**src/rtl/lane_row.sv**
```systemverilog
// lane_row: one row of identical moving objects sharing a Y coordinate, with spawn init, wrap stepping
// and registered frog collision. Define ROW_CARRY_EN to drive carry_step/carry_dir for riding frogs.
//
// state | meaning
// INIT  | writing spawn positions, one slot per frame; busy high
// RUN   | objects step 1 px every `speed` frames
// PAUSE | positions and frame divider frozen
module lane_row #(
    parameter int MAX_OBJS = 8,
    parameter int OBJ_W    = 40,
    parameter int SCREEN_W = 640,
    parameter int X_W      = 11,
    localparam int CNT_W   = $clog2(MAX_OBJS + 1),
    localparam int IDX_W   = (MAX_OBJS > 1) ? $clog2(MAX_OBJS) : 1
) (
    input  logic                    frame_clk,
    input  logic                    Reset,
    input  logic                    cfg_load,
    input  logic                    run_en,
    input  logic [CNT_W-1:0]        num_objs,
    input  logic [7:0]              gap_size,
    input  logic [5:0]              speed,
    input  logic                    direction,
    input  logic [X_W-1:0]          row_y,
    input  logic [X_W-1:0]          frog_x,
    input  logic [X_W-1:0]          frog_y,
    output logic [MAX_OBJS*X_W-1:0] obj_x,
    output logic [X_W-1:0]          obj_y,
    output logic [MAX_OBJS-1:0]     obj_valid,
    output logic                    collision,
    output logic [IDX_W-1:0]        hit_idx,
    output logic                    busy,
    output logic                    carry_step,
    output logic                    carry_dir
);

    localparam int WRAP = SCREEN_W + OBJ_W;
    localparam logic [X_W-1:0] WRAP_M1 = X_W'(WRAP - 1);
    localparam logic [X_W:0]   WRAP_X  = (X_W + 1)'(WRAP);

    localparam logic [1:0] ST_INIT  = 2'd0;
    localparam logic [1:0] ST_RUN   = 2'd1;
    localparam logic [1:0] ST_PAUSE = 2'd2;

    logic [1:0]          state;
    logic [CNT_W-1:0]    num_l;
    logic [7:0]          gap_l;
    logic [5:0]          speed_l;
    logic                dir_l;
    logic [X_W-1:0]      row_l;
    logic [X_W-1:0]      pos [MAX_OBJS];
    logic [X_W-1:0]      last_x;
    logic [IDX_W-1:0]    init_idx;
    logic [5:0]          div_cnt;

    logic [CNT_W-1:0]    num_clamp;
    logic [MAX_OBJS-1:0] mask_l;
    logic [MAX_OBJS-1:0] mask_in;
    logic [X_W:0]        init_sum;
    logic [X_W-1:0]      init_x;
    logic                step_now;
    logic [MAX_OBJS-1:0] hit;
    logic [IDX_W-1:0]    hit_sel;

    assign num_clamp = (num_objs > CNT_W'(MAX_OBJS)) ? CNT_W'(MAX_OBJS) : num_objs;
    assign busy      = (state == ST_INIT);
    assign step_now  = (state == ST_RUN) && (speed_l != 6'd0) && (div_cnt == speed_l - 6'd1);

    always_comb begin
        mask_l  = '0;
        mask_in = '0;
        for (int i = 0; i < MAX_OBJS; i++) begin
            mask_l[i]  = CNT_W'(i) < num_l;
            mask_in[i] = CNT_W'(i) < num_clamp;
        end
    end

    // gap <= 255 keeps the sum below 2*WRAP, so one subtract suffices
    always_comb begin
        init_sum = {1'b0, last_x} + (X_W + 1)'(gap_l) + (X_W + 1)'(OBJ_W);
        if (init_idx == '0)
            init_x = '0;
        else if (init_sum >= WRAP_X)
            init_x = X_W'(init_sum - WRAP_X);
        else
            init_x = init_sum[X_W-1:0];
    end

    // Compare one bit wider so frog_x + OBJ_W cannot overflow
    always_comb begin
        hit     = '0;
        hit_sel = '0;
        for (int i = 0; i < MAX_OBJS; i++) begin
            hit[i] = obj_valid[i] && (frog_y == obj_y)
                     && ({1'b0, pos[i]} <= ({1'b0, frog_x} + (X_W + 1)'(OBJ_W)))
                     && (frog_x < pos[i]);
        end
        for (int i = MAX_OBJS - 1; i >= 0; i--) begin
            if (hit[i]) hit_sel = IDX_W'(i);
        end
    end

    always_ff @(posedge frame_clk) begin
        if (!Reset) begin
            num_l     <= num_clamp;
            gap_l     <= gap_size;
            speed_l   <= speed;
            dir_l     <= direction;
            row_l     <= row_y;
            state     <= ST_INIT;
            init_idx  <= '0;
            last_x    <= '0;
            div_cnt   <= '0;
            obj_y     <= '0;
            obj_valid <= '0;
            collision <= 1'b0;
            hit_idx   <= '0;
            for (int i = 0; i < MAX_OBJS; i++) pos[i] <= '0;
        end else if (cfg_load) begin
            num_l     <= num_clamp;
            gap_l     <= gap_size;
            speed_l   <= speed;
            dir_l     <= direction;
            row_l     <= row_y;
            state     <= ST_INIT;
            init_idx  <= '0;
            div_cnt   <= '0;
            obj_y     <= row_y;
            obj_valid <= mask_in;
            collision <= 1'b0;
            hit_idx   <= '0;
        end else begin
            collision <= (state != ST_INIT) && (|hit);
            hit_idx   <= (state != ST_INIT) ? hit_sel : '0;
            case (state)
                ST_INIT: begin
                    pos[init_idx] <= init_x;
                    last_x        <= init_x;
                    obj_valid     <= mask_l;
                    obj_y         <= row_l;
                    if (init_idx == IDX_W'(MAX_OBJS - 1)) begin
                        init_idx <= '0;
                        state    <= run_en ? ST_RUN : ST_PAUSE;
                    end else begin
                        init_idx <= init_idx + IDX_W'(1);
                    end
                end
                ST_RUN: begin
                    if (!run_en) state <= ST_PAUSE;
                    if (speed_l == 6'd0) begin
                        div_cnt <= '0;
                    end else if (step_now) begin
                        div_cnt <= '0;
                        for (int i = 0; i < MAX_OBJS; i++) begin
                            if (dir_l)
                                pos[i] <= (pos[i] == WRAP_M1) ? '0 : pos[i] + X_W'(1);
                            else
                                pos[i] <= (pos[i] == '0) ? WRAP_M1 : pos[i] - X_W'(1);
                        end
                    end else begin
                        div_cnt <= div_cnt + 6'd1;
                    end
                end
                ST_PAUSE: begin
                    if (run_en) state <= ST_RUN;
                end
                default: state <= ST_INIT;
            endcase
        end
    end

    for (genvar g = 0; g < MAX_OBJS; g++) begin : g_pack
        assign obj_x[g*X_W +: X_W] = pos[g];
    end

`ifdef ROW_CARRY_EN
    logic carry_r;

    // Pulse only on edges that actually move the row while the frog sits on it
    always_ff @(posedge frame_clk) begin
        if (!Reset || cfg_load)
            carry_r <= 1'b0;
        else
            carry_r <= step_now && collision;
    end

    assign carry_step = carry_r;
    assign carry_dir  = dir_l;
`else
    assign carry_step = 1'b0;
    assign carry_dir  = 1'b0;
`endif

endmodule

```
**config.mk**
```make
export PLATFORM = sky130hd
export DESIGN_NAME = lane_row
export DESIGN_NICKNAME = d
export VERILOG_FILES = /design/src/rtl/lane_row.sv
export SDC_FILE = /design/constraint.sdc
export NUM_CORES = 1
export LEC_CHECK = 0
export CAP_MARGIN = 20
export CORE_MARGIN = 2
export CORE_UTILIZATION = 45
export CTS_CLUSTER_SIZE = 28
export DETAILED_ROUTE_END_ITERATION = 8
export PLACE_DENSITY = 0.78
export SLEW_MARGIN = 20
export SYNTH_ARGS = -nofsm -noshare
export SYNTH_HDL_FRONTEND = slang
export SYNTH_SLANG_ARGS = --single-unit
```
**constraint.sdc**
```tcl
create_clock -name frame_clk -period 3.65 [get_ports frame_clk]
set_input_delay 0.73 -clock frame_clk [delete_from_list [all_inputs] [get_ports frame_clk]]
set_output_delay 0.73 -clock frame_clk [all_outputs]
set_load 0.02 [all_outputs]
```
==> results.yml <==
timing:
  timing.hold.ws_ps: 483
  rsz0062_at_grt: "true"
  hold_viol_final: 0
  setup_violations: 25
  max_slew.worst_pin.slew_ps: 951
  min_period_over_period_pct: 103
  maxSlewViolCount: 0
  setup_slack_ps: -121
  setup_tns_ps: -1190
  max_freq_mhz: 265
  fin_worst_skew_ps: 17.3
  max_slew_margin_pct: 36.4
  period_needed_ps: 3770
run:
  max_cap_viol_count: 0
pwr:
  switchingPower_uw: 2250
  p_int_uw: 3920
  ir_drop_uv: 490
  pwr-share-clk_pct: 29.6
  p_seq_share_pct: 37.0
  combPwrFrac_pct: 33.5
  p_sw_share_pct: 36.5
  p_leak_uw: 0.00761
  power.density_nw_per_um2: 315
die:
  die_area_um2: 35600
  initial_core_util_pct: 45.7
  die_w_um: 189
  core_area_um2: 33500
  num_rows: 67
  die_h_um: 189
  ioPinCount: 170
setup_path:
  r2r_cells: 19
  path_class: "flop to flop"
  crit_arrival_ps: 3960
  crit_fanout: 4
  r2r-start: "gap_l[1]"
  start_kind: "flop"
  r2r_slack_ps: -120
  cp-end-kind: "flop"
  crit_required_ps: 3840
  worstReg2RegEnd: "pos[0][6]"
clock_tree:
  h-tree-depth: 4
  root_buffer: "clkbuf_16"
  hold_buffers: 0
  numCtsBuffers: 17
  cts.sink_count: 163
  cts_max_path_buffers: 2
  clkTransAtPathRegs_ps: 80
  clk-insertion-delay-late_ps: 470
  cts_tree: "done"
logic_synthesis:
  yosysTopAreaCell: "edfxtp_1"
  synth-async-reset-ratio_pct: 0
  netlist_top_cells_area: "edfxtp_1 23%, ha_1 16%, dfxtp_1 5.9%"
  synth.distinct_cells: 86
  synth_seq_cells: 163
  ys_seq_area_share_pct: 29.0
  yosysTopAreaCellShare_pct: 23.1
  ys.flop_type: "edfxtp_1"
  syn_inst: 1851
  yosys_warnings: 0
  syn-cell-area_um2: 15300
  synth_edf_count: 118
  synth.avg_cell_area_um2: 8.29
finish:
  final_nets: 2351
  ff_latch_area_um2: 4440
  area_growth_pct: 27.7
  drive_gt1_share_pct: 12.0
  antenna_cells: 0
  n_fill_cell: 2907
  multi_input_area_um2: 10600
  final_area_um2: 19600
drt:
  drt_iter0_drc: 1986
  drc: 0
  routed_via_density: 6.34
  ant_nets: 0
  drt_wl_total_um: 56900
  wl_per_cell_um: 22.2
  via_count: 16300
  drt-pass1-iter-count: 6
hold_path:
  worstHoldPathCells: 2
  min_to: "last_x[3]"
  hp-class: "flop to flop"
  min-delay-start: "last_x[3]"
global_routing:
  overflow: 0
  antenna_found_initial: 0
  groute.usage.overall_pct: 31.0
  grt_max_degree: 73
  grt_pass1_vias: 15500
  grt_pass1_wl_um: 85900
run_status:
  violations: "setup timing"
  outcome: "finished, violations left"
place:
  gp_congestion: 1.00
  port_buffers: 167
  post_dp_cell_area_um2: 18300
  hpwl_um: 41600
-- timing repair --
action / in CTS / in global routing
pin swaps: 13 / 26
gates cloned: 0 / 1
setup endpoints to repair: 61 / 76
buffers inserted: 7 / 5
gates resized for setup: 34 / 72
-- state kept, by name, indices dropped and copies added, names as in the netlist, 6 cells and up --
| name | cells |
|---|---|
| last_x | 11 |
| row_l | 11 |
| div_cnt | 6 |
| obj_y | 11 |
| speed_l | 6 |
| gap_l | 8 |
| pos | 88 |
| obj_valid | 8 |
-- metrics by stage --
step                      instances  setup slack (ps)  utilization, %  total power (uW)
final                          2563              -121            58.4              6170
after global placement         2518              -417            54.6              4070
after global routing           2563              -209            58.4              6410
after floorplan                1852              17.0               -              3260
after detailed placement       2518              -645            54.6              4110
after CTS                      2557             -6.19            57.1              6000
-- critical path, cell delays in order (launching register included) --
cell	delay, ps
edfxtp_1	420
ha_4	270
ha_4	170
fa_2	400
a211oi_2	240
buf_4	150
buf_4	100
o21ba_2	180
nor4b_4	60
buf_4	140
buf_4	120
buf_4	120
buf_4	120
buf_4	120
buf_4	120
buf_4	120
nand2b_4	140
xor2_2	160
buf_4	210
o22ai_1	100
-- per-layer routing --
| metal | share of wire, % | vias up | global-route usage [%] |
|---|---|---|---|
| li1 | - | 7424 | - |
| met1 | 39 | 7583 | 39.9 |
| met2 | 44 | 1046 | 48.4 |
| met3 | 11 | 208 | 7.41 |
| met4 | 5.7 | 0 | 16.1 |
| met5 | 0 | - | 0 |
-- layout make-up --
cell class | instances | share of cell area, %
clock buffer | 17 | 2.17
clock inverter | 15 | 0.837
inverter | 128 | 2.45
multi-input combinational | 1487 | 54.3
sequential | 163 | 22.7
tap | 448 | 2.86
timing repair buffer | 305 | 14.6
-- cells in the final DEF, fill, tap and decap left out, drive strengths merged, types with 27 or more instances in the layout --
cell             n
xnor2           93
a21oi          129
clkdlybuf4s50  163
nand4           34
ha             192
nor4            27
o22ai           65
edfxtp         118
dfxtp           45
nor3            96
inv            133
nand3           82
nor2b           38
nand2          161
o21ai          121
buf            137
nor2           118
-- cell usage after synthesis, types with 5 or more instances --
cell type and instances:
ha_1 192, nand2_1 161, a21oi_1 127, inv_1 127
o21ai_0 121, edfxtp_1 118, nor2_1 117, nor3_1 95
xnor2_1 92, nand3_1 82, o22ai_1 65, clkbuf_1 58
dfxtp_1 45, nor2b_1 38, nand4_1 34, nor4_1 27
a31oi_1 21, o21a_1 21, a21o_1 19, a211oi_1 18
o211ai_1 18, nand2b_1 15, and2_1 14, and3_1 13
a221oi_1 12, o31ai_1 12, or3_1 11, nand4b_1 10
o311ai_0 9, mux2i_1 8, or4_1 8, xor2_1 8
a22oi_1 7, buf_2 7, maj3_1 7, buf_1 6
o2111ai_1 6, o32ai_1 6, or2_2 6, a2111oi_0 5
o221ai_1 5
-- worst max-delay path by stage --
stage | startpoint | end | slack, ps | cells past startpoint
floorplan | gap_l[1] | pos[0][6] | 20 | 12
global placement | frog_x[3] | hit_idx[2] | -420 | 14
detailed placement | frog_x[3] | hit_idx[0] | -650 | 12
CTS | gap_l[1] | pos[2][9] | -6 | 14
global route | gap_l[1] | pos[1][6] | -210 | 19
finish | gap_l[1] | pos[0][6] | -120 | 19
-- kinds of logic after synthesis --
kind of cell	share of synthesized area, %
DFF	29.0
xor gates and xnor gates	6.07
buffers and inverters	5.07
muxes	0.742
adders and majority gates	16.3
other	0.0245
and+or+nand+nor	21.1
AOI/OAI and AO/OA	21.8
-- power by group through the flow --
stage / clock (uW) / sequential, uW / combinational, uW
after floorplan: 0 / 2310 / 957
final: 1820 / 2280 / 2060
after CTS: 1850 / 2270 / 1880
after global placement: 0 / 2310 / 1760
after global routing: 1920 / 2290 / 2200
after detailed placement: 0 / 2310 / 1800
Power figures use the tool's default switching activity.
